==> src/rtl/vga_digit_pkg.sv <==
// vga_digit_pkg: shared constants and types for the VGA digit scheduler.
//   - Cell geometry (four 32x64 cells on a 40-pixel pitch starting at 256,208)
//   - Special digit codes (DASH_CODE, BLANK_CODE)
//   - Frame-boundary line, theme encodings, write-FSM states, settings struct
// Optional feature macro used by the including files: VGA_DIGIT_BLINK_EN.
package vga_digit_pkg;

  localparam int unsigned NUM_DIGITS = 4;

  localparam logic [9:0] CELL_X0    = 10'd256;
  localparam logic [9:0] CELL_PITCH = 10'd40;
  localparam logic [9:0] CELL_W     = 10'd32;
  localparam logic [9:0] CELL_Y0    = 10'd208;
  localparam logic [9:0] CELL_H     = 10'd64;

  localparam logic [9:0] FRAME_LINE = 10'd480;

  localparam logic [3:0] DASH_CODE  = 4'd10;
  localparam logic [3:0] BLANK_CODE = 4'd11;

  typedef enum logic [1:0] {
    THEME_0 = 2'd0,
    THEME_1 = 2'd1,
    THEME_2 = 2'd2,
    THEME_3 = 2'd3
  } theme_e;

  typedef enum logic {
    ST_IDLE,
    ST_PENDING
  } wr_state_e;

  // One complete display setting; shadow and active copies share this type.
  typedef struct packed {
    logic [15:0] value;
    theme_e      theme;
    logic        lzb;
  } disp_cfg_t;

endpackage

==> src/rtl/vga_digit_encode.sv <==
// vga_digit_encode: combinational mapping of four BCD nibbles to digit codes.
// Ports:
//   value_i [15:0]  four BCD digits, [15:12] is digit 0 (most significant)
//   lzb_i           leading-zero blanking enable (digit 3 is never blanked)
//   blink_i [3:0]   per-digit blank request (already gated by the blink phase)
//   code_o  [3:0]   code_o[k] is the code for digit k: 0-9, DASH_CODE, BLANK_CODE
// Optional feature macro in the system: VGA_DIGIT_BLINK_EN (handled by the top).
module vga_digit_encode
  import vga_digit_pkg::*;
(
  input  logic [15:0]     value_i,
  input  logic            lzb_i,
  input  logic [3:0]      blink_i,
  output logic [3:0][3:0] code_o
);

  logic       lead_zero;
  logic [3:0] nib;

  always_comb begin
    code_o    = '0;
    nib       = '0;
    // Stays set only while every digit seen so far is a literal zero;
    // a dash (10-15) clears it like any other non-zero digit.
    lead_zero = lzb_i;
    for (int unsigned k = 0; k < NUM_DIGITS; k++) begin
      nib       = value_i[4*(NUM_DIGITS-1-k) +: 4];
      lead_zero = lead_zero && (nib == 4'd0);
      code_o[k] = (nib > 4'd9) ? DASH_CODE : nib;
      if (lead_zero && (k < NUM_DIGITS - 1)) code_o[k] = BLANK_CODE;
      if (blink_i[k])                        code_o[k] = BLANK_CODE;
    end
  end

endmodule

==> src/rtl/vga_digit_sched.sv <==
// vga_digit_sched: schedules a 4-digit BCD display onto a VGA raster.
// Updates are accepted through a valid/ready handshake into shadow registers
// and committed to the displayed (active) registers at the next frame
// boundary (v_cnt=480, h_cnt=0), so a frame never shows a torn value.
// Ports:
//   clk, rst_n            pixel clock, asynchronous active-low reset
//   h_cnt, v_cnt [9:0]    current pixel column / line
//   wr_valid, wr_ready    update handshake (ready only while nothing pending)
//   wr_value [15:0]       BCD digits, [15:12] = digit 0
//   wr_theme [1:0], wr_lzb requested theme and leading-zero blanking
//   blink_mask [3:0]      per-digit blink select
//   num [3:0]             digit code for the pixel seen one clock earlier
//   theme [1:0]           committed theme
//   digit_active, loc_x [4:0], loc_y [5:0]  in-cell flag and in-cell offset
// Config macro: VGA_DIGIT_BLINK_EN adds a 5-bit frame counter; digits with
// blink_mask[k]=1 are blanked while its MSB is set. Without it blink_mask
// is ignored.
module vga_digit_sched
  import vga_digit_pkg::*;
(
  input  logic        clk,
  input  logic        rst_n,
  input  logic [9:0]  h_cnt,
  input  logic [9:0]  v_cnt,
  input  logic        wr_valid,
  output logic        wr_ready,
  input  logic [15:0] wr_value,
  input  logic [1:0]  wr_theme,
  input  logic        wr_lzb,
  input  logic [3:0]  blink_mask,
  output logic [3:0]  num,
  output logic [1:0]  theme,
  output logic        digit_active,
  output logic [4:0]  loc_x,
  output logic [5:0]  loc_y
);

  wr_state_e       state_q, state_d;
  disp_cfg_t       shadow_q, shadow_d;
  disp_cfg_t       active_q, active_d;

  logic [3:0]      num_q, num_d;
  logic            hit_q, hit_d;
  logic [4:0]      lx_q, lx_d;
  logic [5:0]      ly_q, ly_d;

  logic            frame_boundary;
  logic [3:0]      blink;
  logic [3:0][3:0] codes;
  logic [9:0]      base;
  logic            y_in;

  assign frame_boundary = (v_cnt == FRAME_LINE) && (h_cnt == '0);

`ifdef VGA_DIGIT_BLINK_EN
  logic [4:0] frame_q;

  always_ff @(posedge clk or negedge rst_n) begin
    if (!rst_n)              frame_q <= '0;
    else if (frame_boundary) frame_q <= frame_q + 5'd1;
  end

  assign blink = blink_mask & {4{frame_q[4]}};
`else
  logic unused_blink_mask;
  assign unused_blink_mask = ^blink_mask;
  assign blink             = '0;
`endif

  vga_digit_encode u_encode (
    .value_i (active_q.value),
    .lzb_i   (active_q.lzb),
    .blink_i (blink),
    .code_o  (codes)
  );

  // Write FSM. A commit only happens from PENDING, so an accept on the
  // boundary cycle waits for the following boundary.
  always_comb begin
    state_d  = state_q;
    shadow_d = shadow_q;
    active_d = active_q;
    wr_ready = 1'b0;
    case (state_q)
      ST_IDLE: begin
        wr_ready = 1'b1;
        if (wr_valid) begin
          shadow_d = '{value: wr_value, theme: theme_e'(wr_theme), lzb: wr_lzb};
          state_d  = ST_PENDING;
        end
      end
      ST_PENDING: begin
        if (frame_boundary) begin
          active_d = shadow_q;
          state_d  = ST_IDLE;
        end
      end
      default: state_d = ST_IDLE;
    endcase
  end

  // Pixel-to-cell mapping; cells never overlap, so at most one k matches.
  always_comb begin
    hit_d = 1'b0;
    lx_d  = '0;
    ly_d  = '0;
    num_d = BLANK_CODE;
    base  = CELL_X0;
    y_in  = (v_cnt >= CELL_Y0) && (v_cnt < CELL_Y0 + CELL_H);
    for (int unsigned k = 0; k < NUM_DIGITS; k++) begin
      base = CELL_X0 + 10'(k) * CELL_PITCH;
      if (y_in && (h_cnt >= base) && (h_cnt < base + CELL_W)) begin
        hit_d = 1'b1;
        lx_d  = 5'(h_cnt - base);
        ly_d  = 6'(v_cnt - CELL_Y0);
        num_d = codes[k];
      end
    end
  end

  always_ff @(posedge clk or negedge rst_n) begin
    if (!rst_n) begin
      state_q  <= ST_IDLE;
      shadow_q <= '0;
      active_q <= '0;
      num_q    <= BLANK_CODE;
      hit_q    <= 1'b0;
      lx_q     <= '0;
      ly_q     <= '0;
    end else begin
      state_q  <= state_d;
      shadow_q <= shadow_d;
      active_q <= active_d;
      num_q    <= num_d;
      hit_q    <= hit_d;
      lx_q     <= lx_d;
      ly_q     <= ly_d;
    end
  end

  assign num          = num_q;
  assign theme        = active_q.theme;
  assign digit_active = hit_q;
  assign loc_x        = lx_q;
  assign loc_y        = ly_q;

endmodule

==> config.mk <==
export PLATFORM = sky130hd
export DESIGN_NAME = vga_digit_sched
export DESIGN_NICKNAME = d
export VERILOG_FILES = /design/src/rtl/vga_digit_pkg.sv /design/src/rtl/vga_digit_encode.sv /design/src/rtl/vga_digit_sched.sv
export SDC_FILE = /design/constraint.sdc
export NUM_CORES = 1
export LEC_CHECK = 0
export BUFFER_PORTS_ARGS = -buffer_cell sky130_fd_sc_hd__buf_2
export CAP_MARGIN = 20
export CORE_UTILIZATION = 55
export CTS_BUF_LIST = sky130_fd_sc_hd__clkbuf_4 sky130_fd_sc_hd__clkbuf_8
export DETAILED_ROUTE_END_ITERATION = 10
export PLACE_DENSITY = 0.83
export SETUP_SLACK_MARGIN = 0.4
export SYNTH_ARGS = -nofsm -noshare
export SYNTH_HDL_FRONTEND = slang
export SYNTH_SLANG_ARGS = --single-unit
export TNS_END_PERCENT = 100
==> constraint.sdc <==
create_clock -name clk -period 3.38 [get_ports clk]
set_input_delay 0.676 -clock clk [delete_from_list [all_inputs] [get_ports clk]]
set_output_delay 0.676 -clock clk [all_outputs]
set_load 0.05 [all_outputs]
Word level (Yosys, flattened, before mapping)
Index checks and enable logic that the tools add are counted.

Bits in registers: 55. Output and inout bits: 19. Input port bits: 46. Word-level logic and storage cells: 78.

Bitwise logic cells: 1. $add $sub $neg: 5. Reduce and logical (&&, ||, !) cells: 19. Order comparisons: 14. Muxes and demuxes: 27. Equality and inequality tests: 1.

Operator list (number): $lt A10 B9 Y1 const B (5); $mux W4 (11); $ge A10 B9 Y1 const B (4); $mux W6 (4); $mux W5 (4); $gt A4 B4 Y1 const B (4); $logic_and A1 B1 Y1 (13); $logic_not A4 Y1 (3); $eq A10 B9 Y1 const B (1); $ge A10 B8 Y1 const B (1); $logic_not A10 Y1 (1); $sub A5 B5 Y5 const B (2); $mux W1 (7); $sub A6 B5 Y6 const B (1); $sub A5 B1 Y5 const B (1); $sub A5 B4 Y5 const B (1); $reduce_and A2 Y1 (2); $pmux W1 S2 (1); $not A1 Y1 (1).

Depth between registers and ports, before layout
Gate-level depths: netlist of the first run.

Word-level depth: 8. Mapped depth: 8. Gate-level depth less buffers: 7.

Modules after synthesis
A second synthesis of the first run with hierarchy kept.

Cells, all modules: 238. Area total of the unflattened synthesis: 2890.3 um2.

By module, submodules not included: vga_digit_sched (times used 1, area an instance 2633.8 um2, seq. area each 1380.1 um2, cells an instance 197); vga_digit_encode (times used 1, area an instance 256.5 um2, seq. area each 0.0 um2, cells an instance 41).

Worst setup path after synthesis of the first run
Ideal clock, no wire load.

Path type: input-to-reg. Start point: input port h_cnt[4]. End point: register lx_q[0] (netlist: loc_x[0]). Setup slack: 1.115 ns. Path buffers: 1. Arrival time: 2.146 ns. Data required time: 3.261 ns. Stages: 8. Library setup time: 0.119 ns. Cell sequence: buf_6 > inv_1 > ha_1 > nor4b_1 > o311a_1 > o21a_4 > o311a_4 > and2_1.

Word-level cells in the longest chain between the ends: 7. Elaborated cells between the ends (all ways): 20. Classes of those cells: order compare (8); mux (4); reduce/logical (8).

Ends and longest elaborated chain: start: declaration (RTL line vga_digit_sched.sv:23) `input logic [9:0] h_cnt,`; $ge A10 B9 Y1 (RTL line vga_digit_sched.sv:112) `if (y_in && (h_cnt >= base) && (h_cnt < base + CELL_W)) begin`; $logic_and A1 B1 Y1 (2 in a row) (RTL line vga_digit_sched.sv:112); $mux W5 (3 in a row) (RTL line vga_digit_sched.sv:112); $mux W5 * (RTL line vga_digit_sched.sv:112); via lx_d[0] (RTL line vga_digit_sched.sv:44) `logic [4:0] lx_q, lx_d;`; end signal: assignment (RTL line vga_digit_sched.sv:136) `lx_q <= lx_d;`; end: declaration (RTL line vga_digit_sched.sv:44).

Mark *: on every way through the listed nets, which the timed path passes. The rest lies on a longest branch. A chain may end at the register's enable or synchronous reset.

Worst setup path after layout of the first run
Start point: input port h_cnt[4]. End point: register ly_q[4] (netlist: loc_y[4]).

Word-level cells in the longest chain between the ends: 7. Elaborated cells between the ends (all ways): 20. Classes of those cells: order compare (8); mux (4); reduce/logical (8).

Ends and longest elaborated chain: $ge A10 B9 Y1 (RTL line vga_digit_sched.sv:112); $logic_and A1 B1 Y1 (2 in a row) (RTL line vga_digit_sched.sv:112); $mux W6 (3 in a row) (RTL line vga_digit_sched.sv:112); $mux W6 * (RTL line vga_digit_sched.sv:112); via ly_d[4] (RTL line vga_digit_sched.sv:45) `logic [5:0] ly_q, ly_d;`; end signal: assignment (RTL line vga_digit_sched.sv:137) `ly_q <= ly_d;`; end: declaration (RTL line vga_digit_sched.sv:45).

Marks and branches as above.

==> results of run 1 <==
==> layout make-up <==
type / count / area [sq um] / share of cell area
inverters: 11 / 41.3 / 0.0136
clock inverters: 1 / 7.51 / 0.00247
well taps: 52 / 65.1 / 0.0214
clock buffers: 7 / 96.3 / 0.0316
repair buffers: 63 / 323 / 0.106
multi-input cells: 143 / 1130 / 0.372
flip-flops and latches: 55 / 1380 / 0.453
==> cell usage after synthesis, types with 2 or more instances <==
master	n	area share
a21boi_0	2	0.0057
nand3b_1	4	0.011
and2_1	9	0.022
nand4_1	3	0.0072
nor2b_1	3	0.0072
nor3_1	5	0.0096
a31oi_1	2	0.0048
clkbuf_1	2	0.0029
nor3b_2	2	0.0096
ha_1	5	0.024
nand2_1	11	0.016
nor2_1	11	0.016
mux2_1	11	0.047
buf_4	4	0.011
dfstp_2	3	0.030
o21ai_0	7	0.013
a211oi_1	2	0.0057
nand3_1	4	0.0076
mux2_2	23	0.099
or3_1	2	0.0048
a21oi_1	7	0.013
nor4b_1	2	0.0067
inv_1	11	0.016
o211ai_1	2	0.0057
dfrtp_1	52	0.50
nor4_1	3	0.0072
buf_6	2	0.0086
==> kinds of logic (layout without fill, tap and decap cells) <==
family / count (synthesis) / after routing
adder cells (fa/ha/maj): 5 / 5
multiplexers: 34 / 34
XOR/XNOR: 1 / 1
AO/OA/AOI/OAI: 38 / 38
AND/OR/NAND/NOR: 65 / 65
buffers and inverters: 20 / 82
flip-flops: 55 / 55
==> per-stage QoR <==
step           power (uW)  worst slack [ps]
2_1_floorplan         766              1110
3_3_place_gp          817               939
3_5_place_dp          824               891
4_1_cts              1210              1220
5_1_grt              1250              1090
6_report             1200              1220
==> metal layers <==
layer	wire length (um)	vias to the layer above
li1	-	899
met1	2160	917
met2	2350	53
met3	214	11
met4	103	0
met5	0	-
==> how the worst max path moves through the flow <==
stage	slack, ps	endpoint
after CTS	1220	loc_y[0]$_DFF_PN0_
after global placement	940	loc_y[2]$_DFF_PN0_
after global routing	1090	num[0]$_DFF_PN1_
final	1220	loc_y[4]$_DFF_PN0_
after floorplan	1110	loc_x[0]$_DFF_PN0_
after detailed placement	890	loc_y[0]$_DFF_PN0_
==> registers in the layout, indices dropped and copies added, names as in the netlist <==
name / count
digit_active: 1
loc_y: 6
active_q: 17
theme: 2
shadow_q: 19
state_q: 1
loc_x: 5
num: 4
==> worst max-delay path: cells and delay by family <==
family | cells | cell delay, ps
compound gates | 3 | 970
simple gates | 2 | 310
buf+inv | 2 | 230
fa+ha+maj | 1 | 160
==> power breakdown <==
part / total [uW] / internal (uW) / leakage, uW / switching, uW
clock network: 393 / 187 / 0.0000505 / 206
logic: 109 / 51.2 / 0.000813 / 57.6
registers: 701 / 686 / 0.000702 / 14.4
total: 1200 / 924 / 0.00156 / 278
==> results.tsv, run 1 <==
stage	metric	value	unit
final_layout	final_common_cell	buf_2	
clock_network	ctsResizeCount	0	
final_layout	drive_gt1_frac	0.375	
sta	final.min_clock_period	2160	ps
critical_path	startpoint	h_cnt[4]	
yosys	seq_area_frac_synth	0.527	
clock_network	clk_path_buf_depth	2	
routing	initialDrtViolationCount	122	
critical_path	r2r_end	num[3]$_DFF_PN1_	
critical_path	end_kind	flip-flop	
routing	vias_per_cell	5.66	
sta	finalHoldViolations	0	
critical_path	startpoint_type	input pin	
yosys	synth-compound-area-share	0.114	
routing	vias	1880	
final_layout	antenna_cells	0	
sta	fin_skew	3.10	ps
critical_path	cpPeakStageDelay	420	ps
floorplan	ioPinCount	65	
critical_path	r2r_slack	1490	ps
clock_network	cts_buffers	5	
global_route	grt.busiest_layer	met2	
yosys	synth_top_family_by_area	multiplexers	
pwr	power_density	395	mW/mm^2
clock_network	path_clk_slew	90	ps
yosys	synth_area	0.00262	sq mm
global_route	grt_max_degree	32	
floorplan	die_w	71.0	um
routing	drt_wl_total	4830	um
global_route	global_route.usage.met2	0.361	
global_route	gr-total-overflow	0	
place	post-dp-hpwl	3600	um
floorplan	die_area	0.00504	sq mm
routing	wl_per_cell	14.5	um
final_layout	layout.cells.non_filler	332	
outcome	violations	design-rule violations	
yosys	ys_warn_count	0	
global_route	grt.total_usage	0.219	
yosys	synthDistinctLibCells	51	
yosys	synth_mux_area_frac	0.146	
routing	ant_nets	0	
outcome	status	complete, but fails checks	
sta	finalSetupViolations	0	
final_layout	layout.nets	330	
critical_path	worst-endpoint-required	3580	ps
sta	max_freq	0.463	GHz
critical_path	arrival	2360	ps
critical_path	r2r_start	active_q[16]$_DFFE_PN0P_	
place	dpl_cell_area	0.00294	sq mm
clock_network	cts_hold_buf	0	
yosys	synth_xor_area_frac	0.00335	
floorplan	start_util	0.585	
global_route	met3_usage	0.0328	
sta	rsz0062_at_grt	no	
critical_path	crit_path_cell_trace	buf_2 > inv_1 > ha_1 > nor4b_1 > o311a_1 > o21a_4 > o311a_4 > and2_1	
yosys	async_flop_share	1.00	
critical_path	slowest_stage	o311a_4	
final_layout	area_growth	16.3	%
yosys	syn_area_per_cell	12.0	sq um
global_route	grt_antenna_before_repair	0	
yosys	synth_nets	269	
global_route	grt_pass1_wl	8470	um
place	place_inst	324	
yosys	synth_simple_gate_area_frac	0.145	
clock_network	clk_latency	310	ps
clock_network	clockRootBuffer	clkbuf_8	
clock_network	htree_levels	2	
sta	drv_slew	0	
global_route	grt_util_met1	0.282	
critical_path	crit_type	in2reg	
hold_path	hp-class	in2async	
floorplan	coreArea	0.00447	sq mm
clock_network	cts_setup_buffers	0	
sta	max_slew_margin	0.538	
final_layout	fillCellCount	340	
critical_path	reg2regPathDepth	5	
sta	post-route-period-util	0.638	
yosys	synth-seq-cells	55	
yosys	ys.flop_type	dfrtp_1	
global_route	grt_pass1_vias	1851	
routing	drtPass1Iterations	7	
place	place.gp.congestion	0.896	
yosys	synth_adder_area_share	0.0239	
clock_network	clock-sinks	55	
sta	setup_tns	0	ps
sta	tightestPinTransition	690	ps
yosys	synth_edf_count	0	
place	io_buffers	60	
sta	whs	388	ps
pwr	p_leak	0.00156	uW
pwr	ir_worst_vdd	0.000259	V
floorplan	rows	24	
final_layout	fin_area	0.00304	sq mm
critical_path	cp_max_fo	10	
floorplan	dieHeight	71.0	um
yosys	syn_inst	218	
final_layout	layout_common_cells	60 x buf_2, 52 x dfrtp_1, 23 x mux2_2	
routing	drc	5	
final_layout	post-route-util	0.680	
clock_network	cts_tree	done	
job	cap_violations	0	
Power figures use the tool's default switching activity.
==> run 2, diff against run 1 <==
Settings changed: ABC_AREA from default to 1, CORE_UTILIZATION 55 to 50, PLACE_DENSITY 0.83 to 0.79.
Clock period 3.38 ns to 1.94 ns, I/O delays scaled along.
==> results.tsv, run 2 <==
stage	metric	value	unit
place	place.gp.congestion	0.946	
routing	met1_length	2420	um
sta	fin_skew	3.81	ps
floorplan	ioPinCount	65	
pwr	power_density	661	mW/mm^2
critical_path	arrival	1710	ps
sta	final.min_clock_period	1470	ps
critical_path	r2r_slack	540	ps
final_layout	drive_gt1_frac	0.260	
yosys	synth_nets	406	
routing	drc	0	
final_layout	layout.nets	469	
sta	finalHoldViolations	0	
final_layout	area_growth	18.9	%
pwr	p_leak	0.00176	uW
final_layout	antenna_cells	0	
floorplan	coreArea	0.00527	sq mm
global_route	grt_antenna_before_repair	0	
clock_network	clk_latency	300	ps
floorplan	die_area	0.00592	sq mm
sta	finalWorstSetupSlack	471	ps
place	dpl_cell_area	0.00318	sq mm
critical_path	end_kind	flip-flop	
global_route	grt_pass1_vias	2237	
clock_network	clk_path_buf_depth	2	
critical_path	r2r_start	active_q[14]$_DFFE_PN0P_	
floorplan	start_util	0.533	
critical_path	crit_path_cell_trace	buf_2 > inv_1 > ha_2 > nand2_1 > nand2_1 > nand2_2 > nor2_8 > nand2_2 > nor2_2 > o21ai_1 > nand3_1 > nand2_1	
routing	vias	2395	
yosys	synthDistinctLibCells	28	
yosys	ys_warn_count	0	
clock_network	cts_tree	done	
yosys	async_flop_share	1.00	
sta	rsz0062_at_grt	yes	
outcome	status	completed	
sta	post-route-period-util	0.757	
critical_path	r2r_end	num[0]$_DFF_PN1_	
global_route	gr-total-overflow	0	
floorplan	rows	26	
clock_network	cts_buffers	5	
routing	ant_nets	0	
routing	vias_per_cell	4.90	
routing	routed-wl-met3	282	um
critical_path	reg2regPathDepth	8	
critical_path	startpoint_type	input pin	
routing	initialDrtViolationCount	121	
place	place_inst	479	
yosys	synth_area_leaders	dfrtp_1 46%, nand2_1 8.6%, inv_1 7.8%	
sta	finalSetupViolations	0	
yosys	synth_area	0.00281	sq mm
critical_path	cp_max_fo	5	
pwr	ir_worst_vdd	0.000555	V
yosys	syn_area_per_cell	7.91	sq um
hold_path	hp-class	in2async	
critical_path	worst-endpoint-required	2180	ps
yosys	yosysTopAreaCell	dfrtp_1	
final_layout	layout.cells.non_filler	489	
sta	tightestPinTransition	344	ps
final_layout	fillCellCount	468	
critical_path	cpPeakStageDelay	200	ps
place	pre_cts_slack	71.9	ps
sta	max_slew_margin	0.771	
routing	routed-wl-met2	2650	um
yosys	seq_area_frac_synth	0.491	
yosys	syn_inst	355	
routing	top_layer_used	met4	
place	io_buffers	60	
routing	wl_per_cell	11.1	um
place	post-dp-hpwl	3940	um
yosys	synthTopCellsByCount	64 x nand2_1, 58 x inv_1, 52 x dfrtp_1	
sta	max_freq	0.681	GHz
clock_network	clock-sinks	55	
yosys	ys.flop_type	dfrtp_1	
final_layout	fin_area	0.00334	sq mm
critical_path	worst_path_most_repeated_cell	nand2_1	
yosys	synth.most_common_cell	nand2_1	
global_route	grt.total_usage	0.194	
critical_path	slowest_stage	ha_2	
sta	setup_tns	0	ps
yosys	synth_edf_count	0	
clock_network	clockRootBuffer	clkbuf_8	
yosys	synth_top_area_frac	0.463	
critical_path	crit_type	in2reg	
global_route	grt_max_degree	56	
job	cap_violations	0	
floorplan	die_w	77.0	um
floorplan	dieHeight	77.0	um
sta	drv_slew	0	
global_route	grt_pass1_wl	9180	um
final_layout	post-route-util	0.634	
final_layout	regMostFlops	shadow_q	
final_layout	final_common_cell	nand2_1	
routing	drt_wl_total	5430	um
final_layout	layout_common_cells	63 x nand2_1, 60 x buf_2, 58 x inv_1	
clock_network	path_clk_slew	90	ps
yosys	synth-seq-cells	55	
routing	drtPass1Iterations	4	
clock_network	htree_levels	2	
final_layout	largest_reg_flops	19	
run 2: worst max path at each step:
stage	cells after the start	end	slack, ps	from
after global routing	8	num[0]$_DFF_PN1_	350	active_q[14]$_DFFE_PN0P_
final	12	num[0]$_DFF_PN1_	470	v_cnt[4]
after CTS	12	num[0]$_DFF_PN1_	410	v_cnt[4]
after floorplan	11	num[2]$_DFF_PN0_	420	v_cnt[4]
after detailed placement	12	num[0]$_DFF_PN1_	70	v_cnt[4]
after global placement	12	num[0]$_DFF_PN1_	130	v_cnt[4]
run 2: power by group:
part	internal [uW]	switching (uW)	total (uW)
combinational	96.6	214	311
sequential	1200	12.4	1210
clock	325	361	686
total	1620	588	2210
run 2: timing repair:
item,CTS,global route
buffers inserted,0,1
gates resized for setup,0,10
endpoints found under the setup margin,0,15
hold buffers,0,0
run 2: metal layers:
layer,track usage,up-vias
li1,-,1234
met1,0.230,1087
met2,0.344,65
met3,0.0381,9
met4,0.0769,0
met5,0,-
run 2: worst max-delay path, delay by kind of cell:
family          cells  cell delay [ps]
simple gates        8              840
buf+inv             2              200
fa+ha+maj           1              200
compound gates      1               80
run 2: metrics by stage:
step           hold slack, ps  total power (uW)
2_1_floorplan            92.4              1410
4_1_cts                  68.4              2230
6_report                 51.2              2210
5_1_grt                  84.2              2320
3_3_place_gp              406              1530
3_5_place_dp              409              1540
run 2: final cells by class:
class                   count  area [sq um]  area share
well taps                  70          87.6      0.0262
clock inverters             1          7.51     0.00225
inverters                  60           228      0.0682
multi-input cells         231          1190       0.357
clock buffers               7          96.3      0.0288
repair buffers             65           350       0.105
flip-flops and latches     55          1380       0.413
run 2: kinds of logic after synthesis:
family	synth area share
flip-flops	0.491
adder cells (fa/ha/maj)	0.0223
AND/OR/NAND/NOR	0.294
buffers and inverters	0.101
AO/OA/AOI/OAI	0.0918
==> run 3, diff against run 2 <==
Settings changed: CORE_UTILIZATION 50 to 55, PLACE_DENSITY 0.79 to 0.82.
Clock period 1.94 ns to 1.5 ns, I/O delays scaled along.
==> results.tsv, run 3 (synthesized netlist as in run 2, its figures left out) <==
stage	metric	value	unit
sta	rsz0062_at_grt	yes	
outcome	status	complete, but fails checks	
job	cap_violations	0	
floorplan	die_area	0.00540	sq mm
critical_path	arrival	1810	ps
floorplan	ioPinCount	65	
sta	post-route-period-util	1.04	
sta	max_freq	0.641	GHz
final_layout	layout_common_cells	51 x inv_1, 51 x nand2_1, 50 x dfrtp_1	
floorplan	coreArea	0.00482	sq mm
place	dpl_cell_area	0.00358	sq mm
routing	vias_per_cell	6.09	
global_route	grt_max_degree	40	
global_route	grt_util_met1	0.383	
floorplan	dieHeight	73.5	um
clock_network	clockRootBuffer	clkbuf_8	
sta	tightestPinTransition	373	ps
clock_network	cts_buffers	5	
clock_network	clk_path_buf_depth	2	
critical_path	worst-endpoint-required	1750	ps
final_layout	fin_area	0.00446	sq mm
routing	ant_nets	0	
clock_network	clock-sinks	55	
pwr	power_density	783	mW/mm^2
global_route	grt_antenna_before_repair	1	
sta	finalHoldViolations	0	
sta	max_slew_margin	0.750	
sta	finalSetupViolations	1	
critical_path	reg2regPathDepth	9	
routing	drt_wl_total	11600	um
critical_path	crit_type	in2reg	
final_layout	area_growth	58.8	%
final_layout	fillCellCount	186	
global_route	grt_pass1_wl	14500	um
routing	drc	0	
outcome	violations	negative setup slack	
critical_path	startpoint_type	input pin	
sta	finalWorstSetupSlack	-60.1	ps
sta	drv_slew	0	
critical_path	end_kind	flip-flop	
final_layout	regMostFlops	shadow_q	
clock_network	htree_levels	2	
global_route	grt.total_usage	0.369	
final_layout	drive_gt1_frac	0.504	
global_route	grt.busiest_layer	met2	
place	io_buffers	60	
routing	wl_per_cell	21.9	um
final_layout	largest_reg_flops	19	
sta	fin_skew	11.3	ps
hold_path	hp-class	in2reg	
place	pre_cts_slack	-243	ps
routing	drtPass1Iterations	6	
pwr	p_leak	0.00216	uW
floorplan	die_w	73.5	um
place	place.gp.congestion	0.866	
pwr	ir_worst_vdd	0.000712	V
sta	final.min_clock_period	1560	ps
global_route	global_route.usage.met2	0.668	
sta	whs	218	ps
clock_network	cts_tree	done	
critical_path	cp_max_fo	4	
global_route	grt_pass1_vias	3110	
global_route	gr-total-overflow	0	
floorplan	rows	25	
final_layout	layout.nets	514	
clock_network	clk_latency	320	ps
routing	vias	3238	
place	post-dp-hpwl	4480	um
clock_network	path_clk_slew	110	ps
routing	initialDrtViolationCount	324	
hold_path	whs_path_depth	3	
sta	setup_tns	-60.1	ps
global_route	met3_usage	0.0768	
floorplan	start_util	0.583	
run 3: cell types whose count changed in the layout (fill, tap and decap cells not counted), moves of 12 or more:
cell	before	now
a21oi_1	23	4
a21oi_2	0	19
buf_2	60	37
buf_4	4	38
buf_6	0	20
nand2_1	63	51
nor2_1	47	20
nor2_4	4	22
o21ai_0	15	1
run 3: layout make-up:
type | instances | area (sq um) | area share
clock inverter | 3 | 71.3 | 0.0160
timing repair inverter | 1 | 8.76 | 0.00196
inverter | 60 | 267 | 0.0597
antenna | 1 | 2.50 | 0.000561
sequential | 55 | 1380 | 0.310
multi-input combinational | 231 | 1620 | 0.364
timing repair buffer | 109 | 953 | 0.214
clock buffer | 5 | 68.8 | 0.0154
tap | 67 | 83.8 | 0.0188
run 3: report_power, final:
part           leakage [uW]  internal (uW)  switching [uW]
Clock             0.0000703            678             541
Combinational       0.00142            264             428
Sequential         0.000672           1550            31.4
Total               0.00216           2490            1000
run 3: routing by layer:
layer  up-vias  part of all wire
met5         -                 0
met4         0             0.084
met3       118             0.099
met2       284              0.48
met1      1511              0.34
li1       1325                 -
run 3: per-stage QoR:
step,total power [uW],utilization,instances
global route,3580,0.925,531
finish,3490,0.926,532
detailed placement,2090,0.743,500
floorplan,1870,-,355
global placement,2080,0.743,500
CTS,3360,0.878,524
run 3: what timing repair did:
action                                  4_1_cts  5_1_grt
gates cloned                                  4        0
pin swaps                                    32       20
gates resized for setup                      94       52
hold buffers                                  1        0
endpoints found under the hold margin        14        0
endpoints found under the setup margin       71       97
setup buffers                                11        7
run 3: worst paths after layout:
kind / from / slack, ps / to
max in group asynchronous: rst_n / 530 / active_q[13]$_DFFE_PN0P_
min in group asynchronous: rst_n / 460 / loc_y[0]$_DFF_PN0_
worst min register to register: shadow_q[5]$_DFFE_PN0P_ / 540 / shadow_q[5]$_DFFE_PN0P_
worst max register to register: active_q[9]$_DFFE_PN0P_ / 50 / num[3]$_DFF_PN1_
worst min-delay path: wr_value[9] / 220 / shadow_q[12]$_DFFE_PN0P_
worst max-delay path: v_cnt[5] / -60 / loc_y[5]$_DFF_PN0_
run 3: worst max-delay path, stage by stage:
cell and delay, ps:
buf_12 110, inv_16 40, ha_4 170, nor2_1 180
nor2_1 70, nand2_1 90, nand2_2 100, nor2_4 160
nand2_2 110, nand4_4 180, clkinv_4 120, nor2_4 170
